File: src/rtl/isa_io_target_if.sv
// Bus bundle for the ISA I/O target: ISA pins, the local register port, the
// interrupt controls and a debug view of the responder state.
//
// Handshake: an ISA cycle is requested by a strobe (IOR or IOW) going low
// while A is stable. The target is ready when IOCHRDY_n is 0. On reads, D_out
// is valid whenever D_oe is 1. A cycle ends when its strobe returns high.
// Local port: loc_write and loc_read are single-cycle strobes. loc_readdata is
// valid on the cycle after loc_read and holds its value until the next read.
interface isa_io_target_if;
    logic [15:0] A;
    logic [15:0] D_in;
    logic [15:0] D_out;
    logic        D_oe;
    logic        IOR;
    logic        IOW;
    logic        AEN;
    logic        IOCHRDY_n;
    logic        IRQ;
    logic [2:0]  loc_address;
    logic        loc_write;
    logic [15:0] loc_writedata;
    logic        loc_read;
    logic [15:0] loc_readdata;
    logic        irq_set;
    logic        isa_wr_pulse;
    logic [2:0]  isa_wr_index;
    logic [2:0]  dbg_state;

    modport slave (
        input  A, D_in, IOR, IOW, AEN,
        input  loc_address, loc_write, loc_writedata, loc_read, irq_set,
        output D_out, D_oe, IOCHRDY_n, IRQ, loc_readdata,
        output isa_wr_pulse, isa_wr_index, dbg_state
    );

    modport master (
        output A, D_in, IOR, IOW, AEN,
        output loc_address, loc_write, loc_writedata, loc_read, irq_set,
        input  D_out, D_oe, IOCHRDY_n, IRQ, loc_readdata,
        input  isa_wr_pulse, isa_wr_index, dbg_state
    );
endinterface

File: src/rtl/isa_io_target.sv
// ISA I/O slave responder. It decodes an 8-register window at BASE_ADDR,
// inserts IOCHRDY wait states on reads, and exposes the same registers to the
// SoC through a local port. Register 7 is a read-only status register:
// {14'b0, busy, IRQ}.
module isa_io_target #(
    parameter logic [15:0] BASE_ADDR   = 16'h0220,
    parameter int          WAIT_CYCLES = 2
) (
    input  logic            clk,
    input  logic            reset,
    isa_io_target_if.slave  bus
);
    typedef enum logic [2:0] {
        IDLE    = 3'd0,
        RD_WAIT = 3'd1,
        RD_HOLD = 3'd2,
        WR_WAIT = 3'd3,
        RELEASE = 3'd4
    } state_t;

    state_t      r_state, w_state_nxt;
    logic        r_ior_s1, r_ior_s2, r_ior_s3;
    logic        r_iow_s1, r_iow_s2, r_iow_s3;
    logic        r_aen_s1, r_aen_s2, r_aen_s3;
    logic [15:0] r_regs [0:6];
    logic [2:0]  r_idx, w_idx_nxt;
    logic [3:0]  r_cnt, w_cnt_nxt;
    logic [15:0] r_dout, w_dout_nxt;
    logic        r_doe, w_doe_nxt;
    logic        r_rdy_n, w_rdy_n_nxt;
    logic        r_irq;
    logic [15:0] r_rdata;
    logic        r_wr_pulse;
    logic [2:0]  r_wr_index;
    logic        w_commit, w_irq_clr;
    logic        w_ior_fall, w_iow_fall, w_iow_rise, w_aen_rise, w_hit;
    logic [15:0] w_isa_rdval, w_loc_rdval;

    assign w_ior_fall = r_ior_s3 & ~r_ior_s2;
    assign w_iow_fall = r_iow_s3 & ~r_iow_s2;
    assign w_iow_rise = ~r_iow_s3 & r_iow_s2;
    assign w_aen_rise = ~r_aen_s3 & r_aen_s2;
    assign w_hit      = (bus.A[15:3] == BASE_ADDR[15:3]) && !r_aen_s2;

    // ISA read value. The status register reports busy=1 here because the
    // read that latches it is already in progress.
    always_comb begin
        w_isa_rdval = 16'h0000;
        if (bus.A[2:0] == 3'd7) w_isa_rdval = {14'b0, 1'b1, r_irq};
        else                    w_isa_rdval = r_regs[bus.A[2:0]];
    end

    // Local read value: status reflects the live responder state.
    always_comb begin
        w_loc_rdval = 16'h0000;
        if (bus.loc_address == 3'd7) w_loc_rdval = {14'b0, r_state != IDLE, r_irq};
        else                         w_loc_rdval = r_regs[bus.loc_address];
    end

    // Next-state and registered-output decisions for the ISA responder.
    always_comb begin
        w_state_nxt = r_state;
        w_idx_nxt   = r_idx;
        w_cnt_nxt   = r_cnt;
        w_dout_nxt  = r_dout;
        w_doe_nxt   = r_doe;
        w_rdy_n_nxt = r_rdy_n;
        w_commit    = 1'b0;
        w_irq_clr   = 1'b0;
        case (r_state)
            IDLE: begin
                if (w_hit && w_ior_fall && w_iow_fall) begin
                    w_state_nxt = RELEASE;
                    w_idx_nxt   = bus.A[2:0];
                end else if (w_hit && w_ior_fall) begin
                    w_state_nxt = RD_WAIT;
                    w_idx_nxt   = bus.A[2:0];
                    w_dout_nxt  = w_isa_rdval;
                    w_doe_nxt   = 1'b1;
                    w_rdy_n_nxt = 1'b1;
                    w_cnt_nxt   = 4'(WAIT_CYCLES);
                end else if (w_hit && w_iow_fall) begin
                    w_state_nxt = WR_WAIT;
                    w_idx_nxt   = bus.A[2:0];
                end
            end
            RD_WAIT: begin
                // Counter was loaded with WAIT_CYCLES, so IOCHRDY_n stays high
                // for exactly WAIT_CYCLES clocks.
                w_cnt_nxt = r_cnt - 4'd1;
                if (r_cnt <= 4'd1) begin
                    w_state_nxt = RD_HOLD;
                    w_rdy_n_nxt = 1'b0;
                end
            end
            RD_HOLD: begin
                if (r_ior_s2) begin
                    w_state_nxt = IDLE;
                    w_doe_nxt   = 1'b0;
                    w_irq_clr   = (r_idx == 3'd7);
                end
            end
            WR_WAIT: begin
                if (w_iow_rise) begin
                    w_state_nxt = IDLE;
                    w_commit    = (r_idx != 3'd7);
                end
            end
            RELEASE: begin
                if (r_ior_s2 && r_iow_s2) w_state_nxt = IDLE;
            end
            default: w_state_nxt = IDLE;
        endcase
        // A DMA cycle starting under an active cycle aborts it silently.
        if (r_state != IDLE && w_aen_rise) begin
            w_state_nxt = RELEASE;
            w_doe_nxt   = 1'b0;
            w_rdy_n_nxt = 1'b0;
            w_cnt_nxt   = 4'd0;
            w_commit    = 1'b0;
            w_irq_clr   = 1'b0;
        end
    end

    // State register.
    always_ff @(posedge clk) begin
        if (!reset) r_state <= IDLE;
        else        r_state <= w_state_nxt;
    end

    // Synchronizers, datapath, register bank, IRQ and local read port.
    always_ff @(posedge clk) begin
        if (!reset) begin
            {r_ior_s1, r_ior_s2, r_ior_s3} <= 3'b111;
            {r_iow_s1, r_iow_s2, r_iow_s3} <= 3'b111;
            {r_aen_s1, r_aen_s2, r_aen_s3} <= 3'b000;
            for (int i = 0; i < 7; i++) r_regs[i] <= 16'h0000;
            r_idx      <= 3'd0;
            r_cnt      <= 4'd0;
            r_dout     <= 16'h0000;
            r_doe      <= 1'b0;
            r_rdy_n    <= 1'b0;
            r_irq      <= 1'b0;
            r_rdata    <= 16'h0000;
            r_wr_pulse <= 1'b0;
            r_wr_index <= 3'd0;
        end else begin
            {r_ior_s3, r_ior_s2, r_ior_s1} <= {r_ior_s2, r_ior_s1, bus.IOR};
            {r_iow_s3, r_iow_s2, r_iow_s1} <= {r_iow_s2, r_iow_s1, bus.IOW};
            {r_aen_s3, r_aen_s2, r_aen_s1} <= {r_aen_s2, r_aen_s1, bus.AEN};
            r_idx   <= w_idx_nxt;
            r_cnt   <= w_cnt_nxt;
            r_dout  <= w_dout_nxt;
            r_doe   <= w_doe_nxt;
            r_rdy_n <= w_rdy_n_nxt;
            // The ISA commit is written after the local write, so the ISA data
            // wins when both target the same register in the same cycle.
            if (bus.loc_write && bus.loc_address != 3'd7)
                r_regs[bus.loc_address] <= bus.loc_writedata;
            if (w_commit) begin
                r_regs[r_idx] <= bus.D_in;
                r_wr_index    <= r_idx;
            end
            r_wr_pulse <= w_commit;
            if (bus.irq_set)     r_irq <= 1'b1;
            else if (w_irq_clr)  r_irq <= 1'b0;
            if (bus.loc_read)    r_rdata <= w_loc_rdval;
        end
    end

    assign bus.D_out        = r_dout;
    assign bus.D_oe         = r_doe;
    assign bus.IOCHRDY_n    = r_rdy_n;
    assign bus.IRQ          = r_irq;
    assign bus.loc_readdata = r_rdata;
    assign bus.isa_wr_pulse = r_wr_pulse;
    assign bus.isa_wr_index = r_wr_index;
    assign bus.dbg_state    = r_state;
endmodule

File: src/flat_wrapper.sv
// flat-port wrapper written by rule: the top's interface ports become plain ports
module isa_io_target_flat 
#(
    parameter logic [15:0] BASE_ADDR   = 16'h0220,
    parameter int          WAIT_CYCLES = 2
)
  (clk, reset, bus_A, bus_D_in, bus_IOR, bus_IOW, bus_AEN, bus_loc_address, bus_loc_write, bus_loc_writedata, bus_loc_read, bus_irq_set, bus_D_out, bus_D_oe, bus_IOCHRDY_n, bus_IRQ, bus_loc_readdata, bus_isa_wr_pulse, bus_isa_wr_index, bus_dbg_state);
  isa_io_target_if bus_i ();
  input  logic clk;
  input  logic reset;
  input wire logic [$bits(bus_i.A)-1:0] bus_A;
  input wire logic [$bits(bus_i.D_in)-1:0] bus_D_in;
  input wire logic [$bits(bus_i.IOR)-1:0] bus_IOR;
  input wire logic [$bits(bus_i.IOW)-1:0] bus_IOW;
  input wire logic [$bits(bus_i.AEN)-1:0] bus_AEN;
  input wire logic [$bits(bus_i.loc_address)-1:0] bus_loc_address;
  input wire logic [$bits(bus_i.loc_write)-1:0] bus_loc_write;
  input wire logic [$bits(bus_i.loc_writedata)-1:0] bus_loc_writedata;
  input wire logic [$bits(bus_i.loc_read)-1:0] bus_loc_read;
  input wire logic [$bits(bus_i.irq_set)-1:0] bus_irq_set;
  output wire logic [$bits(bus_i.D_out)-1:0] bus_D_out;
  output wire logic [$bits(bus_i.D_oe)-1:0] bus_D_oe;
  output wire logic [$bits(bus_i.IOCHRDY_n)-1:0] bus_IOCHRDY_n;
  output wire logic [$bits(bus_i.IRQ)-1:0] bus_IRQ;
  output wire logic [$bits(bus_i.loc_readdata)-1:0] bus_loc_readdata;
  output wire logic [$bits(bus_i.isa_wr_pulse)-1:0] bus_isa_wr_pulse;
  output wire logic [$bits(bus_i.isa_wr_index)-1:0] bus_isa_wr_index;
  output wire logic [$bits(bus_i.dbg_state)-1:0] bus_dbg_state;
  assign bus_i.A = bus_A;
  assign bus_i.D_in = bus_D_in;
  assign bus_i.IOR = bus_IOR;
  assign bus_i.IOW = bus_IOW;
  assign bus_i.AEN = bus_AEN;
  assign bus_i.loc_address = bus_loc_address;
  assign bus_i.loc_write = bus_loc_write;
  assign bus_i.loc_writedata = bus_loc_writedata;
  assign bus_i.loc_read = bus_loc_read;
  assign bus_i.irq_set = bus_irq_set;
  assign bus_D_out = bus_i.D_out;
  assign bus_D_oe = bus_i.D_oe;
  assign bus_IOCHRDY_n = bus_i.IOCHRDY_n;
  assign bus_IRQ = bus_i.IRQ;
  assign bus_loc_readdata = bus_i.loc_readdata;
  assign bus_isa_wr_pulse = bus_i.isa_wr_pulse;
  assign bus_isa_wr_index = bus_i.isa_wr_index;
  assign bus_dbg_state = bus_i.dbg_state;
  isa_io_target #(.BASE_ADDR(BASE_ADDR), .WAIT_CYCLES(WAIT_CYCLES)) u_core (.clk(clk), .reset(reset), .bus(bus_i));
endmodule
File: config.mk
export PLATFORM = sky130hd
export DESIGN_NAME = isa_io_target_flat
export DESIGN_NICKNAME = d
export VERILOG_FILES = /design/src/rtl/isa_io_target_if.sv /design/src/rtl/isa_io_target.sv /design/src/flat_wrapper.sv
export SDC_FILE = /design/constraint.sdc
export NUM_CORES = 1
export LEC_CHECK = 0
export CORE_ASPECT_RATIO = 0.8
export CORE_MARGIN = 1
export CORE_UTILIZATION = 51
export DETAILED_ROUTE_END_ITERATION = 10
export HOLD_SLACK_MARGIN = 0.05
export PLACE_DENSITY = 0.76
export SKIP_CTS_REPAIR_TIMING = 1
export SLEW_MARGIN = 0
export SYNTH_ARGS = -nofsm -noshare
export SYNTH_HDL_FRONTEND = slang
export SYNTH_SLANG_ARGS = --single-unit
export TNS_END_PERCENT = 20
File: constraint.sdc
create_clock -name clk -period 2.6 [get_ports clk]
set_clock_uncertainty 0.1 [all_clocks]
set_input_delay 0.26 -clock clk [delete_from_list [all_inputs] [get_ports clk]]
set_output_delay 0.26 -clock clk [all_outputs]
set_load 0.05 [all_outputs]
Yosys cells after proc, flatten, opt, wreduce, memory -nomap -nowiden
Memory sizes are Yosys's and may differ from the RTL's.
Index checks and enable logic that the tools add are counted.
Operators by class
  bitwise gates (word level): 10
  eq/ne operators: 22
  muxes and demuxes: 44
  add/sub/neg operators: 1
  reductions and logical operators: 24
  order comparisons: 1
Operator list (number)
  $mux W16: 4
  $mux W3: 13
  $reduce_or A16 Y1: 2
  $mux W1: 21
  $pmux W3 S5: 1
  $eq A13 B7 Y1 const B: 1
  $eq A3 B3 Y1 const B: 4
  $ne A3 B1 Y1 const B: 4
  $ne A2 B1 Y1 const B: 5
  $reduce_and A5 Y1: 2
  $mux W4: 2
  $pmux W4 S2: 1
  $reduce_and A4 Y1: 2
  $logic_and A1 B1 Y1: 7
  $eq A3 B2 Y1 const B: 2
  $ne A3 B3 Y1 const B: 2
  $not A1 Y1: 6
  $reduce_and A3 Y1: 2
  $reduce_bool A2 Y1: 3
  $reduce_bool A3 Y1: 2
  $ne A5 B1 Y1 const B: 1
  $and A1 B1 Y1: 4
  $le A4 B1 Y1 const B: 1
  $ne A4 B1 Y1 const B: 1
  8 further kinds: 9
Storage, ports and cells
  register bits: 58
  RAM bits: 112
  word-level logic and storage cells: 123
  memories: 1
  bits of input ports: 59
  output and inout port bits: 42
Memories
  u_core.r_regs: depth 7, width 16, read ports 2, clocked after memory_dff 0, wr ports 7, RTL line isa_io_target.sv:25  | logic [15:0] r_regs [0:6];

Longest topological paths before layout
  depth in word-level cells: 10
  mapped depth: 9
  depth with buffers taken out: 7

Worst setup path before layout
No wires, ideal clock.
  path type: flip-flop to flip-flop
  start point: register u_core.r_state[1] (netlist: u_core.bus.dbg_state[1])
  end point: memory u_core.r_regs[2][0] (enable)
  stages on the path, launching flop included: 6
  buffers on the path: 1
  period minus slack after synthesis: 2824 ps
  path slack: -224 ps
  library setup time: 376 ps
  required time: 2124 ps
  arrival: 2349 ps
  path through: dfxtp_1 > and4bb_1 > nand4_1 > nor4_2 > clkbuf_1 > nand3b_1
RTL lines
  start, declared: RTL line isa_io_target.sv:21  | state_t r_state, w_state_nxt;
  start signal, assigned: RTL line isa_io_target.sv:128  | else r_state <= w_state_nxt;
  end, declared: RTL line isa_io_target.sv:25

==> flow_metrics.tcl <==
set metrics [dict create \
    viasPerCell 6.40 \
    relSlewSlack_pct 55.0 \
    cts-root-buf "clkbuf_16" \
    synth_cells 876 \
    synth_common_cells "nand3_1, edfxtp_1, nand2_1, o31ai_1, clkbuf_1" \
    path_max_fanout 26 \
    yosysUniqueCellTypes 47 \
    drc 0 \
    intPower_uw 4840 \
    yosysTopAreaCell "edfxtp_1" \
    setup_viol 0 \
    clkPwrFrac_pct 37.6 \
    period_share_pct 85.4 \
    final-hold-violation-count 0 \
    hold_start "bus_A[0]" \
    routed_wirelength_microns 25400 \
    setup_slack_ns 0.379 \
    synth-seq-cells 170 \
    place_congestion 0.879 \
    rows 43 \
    design.core.area_sq_mm 0.0174 \
    grt_use_total_pct 28.7 \
    power.share.switching_pct 27.8 \
    p_sw_uw 1860 \
    fillerInstances 1372 \
    combPwrFrac_pct 14.6 \
    final-max-slew-violation-count 0 \
    ant_nets 0 \
    die_y_microns 122 \
    area_growth_pct 23.5 \
    hold_ws_ns 0.146 \
    clk_pin_slew_worst_paths_ns 0.07 \
    drt-initial-drc-count 1265 \
    cts_tree "done" \
    dieArea_sq_mm 0.0184 \
    ys.flop_type "edfxtp_1" \
    synth_top_area_share_pct 36.9 \
    vias 7692 \
    hp-class "in -> reg" \
    grt_max_degree 39 \
    clockBufferDepth 2 \
    cp_slowest_cell "dfxtp_4" \
    pwr-share-seq_pct 47.7 \
    cp-end-kind "flip-flop" \
    start_kind "flip-flop" \
    crit_type "reg -> reg" \
    grt_overflow 0 \
    synth.most_common_cell "nand3_1" \
    clock_sinks 170 \
    rr_endpoint "u_core.r_regs[1][10]" \
    vdd_ir_drop_max_mv 0.398 \
    max_freq_mhz 450 \
    start_util_pct 52.3 \
    ff2ff_path_depth 7 \
    dpl.hpwl_microns 18600 \
    power.density_mw_per_mm2 594 \
    clock_latency_ns 0.44 \
    htree_num_levels 4 \
    avgSynthCellArea_sq_um 10.4 \
    ios 101 \
    place_ws_ns 0.0414 \
    die_w_microns 152 \
    layout.nets 1024 \
    startpoint "u_core.bus.dbg_state[2]" \
    holdPathStages 3 \
    status "finished, final reports clean" \
    crit_arrival_ns 2.29 \
    synthesis.nets 937 \
    drt-wirelength-per-cell_microns 21.2 \
    antenna_cells 0 \
    maxCapViolations 0 \
    max_stage_delay_ns 0.38 \
    fin_crit_ns 2.22 \
    first_pass_iters 6 \
    worst-r2r-setup-slack_ns 0.38 \
    synth_edf_count 112 \
    synthesis.area_sq_mm 0.00912 \
    grt_pass1_vias 6672 \
    synth_warnings 0 \
    leakage_uw 0.00371 \
    hold_end "u_core.r_idx[0]" \
    seq_area_sq_mm 0.00453 \
    layout-drive-gt1-share_pct 14.0 \
    multiInputGateArea_sq_mm 0.00425 \
    worstMarginPinSlew_ns 0.667 \
    antenna_found_initial 1 \
    ys_async_sr_fraction_pct 0 \
    timing.rr.start "u_core.bus.dbg_state[2]" \
    cts_buffers 17 \
    port_buffers 100 \
    ys_seq_area_share_pct 49.6 \
    rsz0062_at_grt "false" \
    crit_required_ns 2.67 \
    synth_area_leaders "edfxtp_1, dfxtp_1, mux4_2" \
    critical_path.cell_chain "and4bb_1 -> nand4_1 -> buf_4 -> nor2b_4 -> buf_12 -> nand3_1 -> o31ai_1" \
    grt_first_pass_wirelength_microns 39100 \
]
-- cells in the final DEF (no fill, tap or decap), drive strengths merged, types with 35 or more instances in the layout --
cell type      netlist  routed
a21oi               54      54
buf                 25      55
clkdlybuf4s50        0      97
dfxtp               58      58
edfxtp             112     112
mux2i               36      36
mux4                35      35
nand2               72      72
nand3              115     115
nor2                45      45
o21ai               54      54
o31ai               65      65
-- flip-flops by register name, summed over array words and instances (netlist names), 3 cells and up --
signal	flops
u_core.bus.D_out	16
u_core.bus.dbg_state	3
u_core.bus.isa_wr_index	3
u_core.bus.loc_readdata	16
u_core.r_cnt	4
u_core.r_idx	3
u_core.r_regs	112
-- power by group through the flow --
stage / clock network (uW) / registers, uW / logic (uW)
after floorplan: 0 / 3270 / 531
after global placement: 0 / 3230 / 957
after detailed placement: 0 / 3240 / 971
after CTS: 2540 / 3180 / 975
after global routing: 2650 / 3210 / 1050
final: 2520 / 3200 / 981
-- through the flow --
step | std cells | instance area (sq um) | TNS, ns | utilization [%] | total power (uW)
detailed placement | 1169 | 10700 | 0 | 61.3 | 4210
global route | 1201 | 11300 | 0 | 64.7 | 6910
CTS | 1201 | 11300 | 0 | 64.7 | 6700
finish | 1201 | 11300 | 0 | 64.7 | 6700
floorplan | 876 | 9160 | -0.105 | - | 3800
global placement | 1169 | 10700 | 0 | 61.3 | 4190
-- how the worst max path moves through the flow --
stage,endpoint,slack (ns),depth (start not counted)
global placement,u_core.bus.D_out[10],0.12,7
finish,u_core.r_regs[1][10],0.38,7
floorplan,u_core.r_regs[1][0],-0.003,6
detailed placement,u_core.bus.D_out[8],0.04,8
CTS,u_core.bus.D_out[13],0.35,7
global route,u_core.bus.D_out[7],0.26,6
-- critical path, delay by kind of cell, from the launching register on --
family	cells	cell delay [ns]
and+or+nand+nor	4	0.89
buffers and inverters	2	0.41
DFF	1	0.38
AOI/OAI and AO/OA	1	0.17
-- cell families after synthesis --
| logic type | count (synthesis) | synth area share, % |
|---|---|---|
| AOI/OAI and AO/OA | 233 | 16.5 |
| adders and majority gates | 2 | 0.274 |
| buffers and inverters | 97 | 4.38 |
| DFF | 170 | 49.6 |
| muxes | 71 | 12.6 |
| and+or+nand+nor | 303 | 16.6 |
-- layout make-up --
class,instances,area share (%)
Sequential cell,170,40.2
Multi-Input combinational cell,609,37.7
Timing Repair Buffer,152,14.0
Clock buffer,18,3.81
Tap cell,225,2.50
Clock inverter,14,1.37
Inverter,13,0.433
-- metal layers --
layer | track usage (%) | vias up | share of wire (%)
met4 | 5.20 | 0 | 0.62
met3 | 9.51 | 22 | 16
met5 | 0 | - | 0
met2 | 34.8 | 529 | 38
li1 | - | 3518 | -
met1 | 48.2 | 3623 | 45
(Power assumes the default switching activity.)
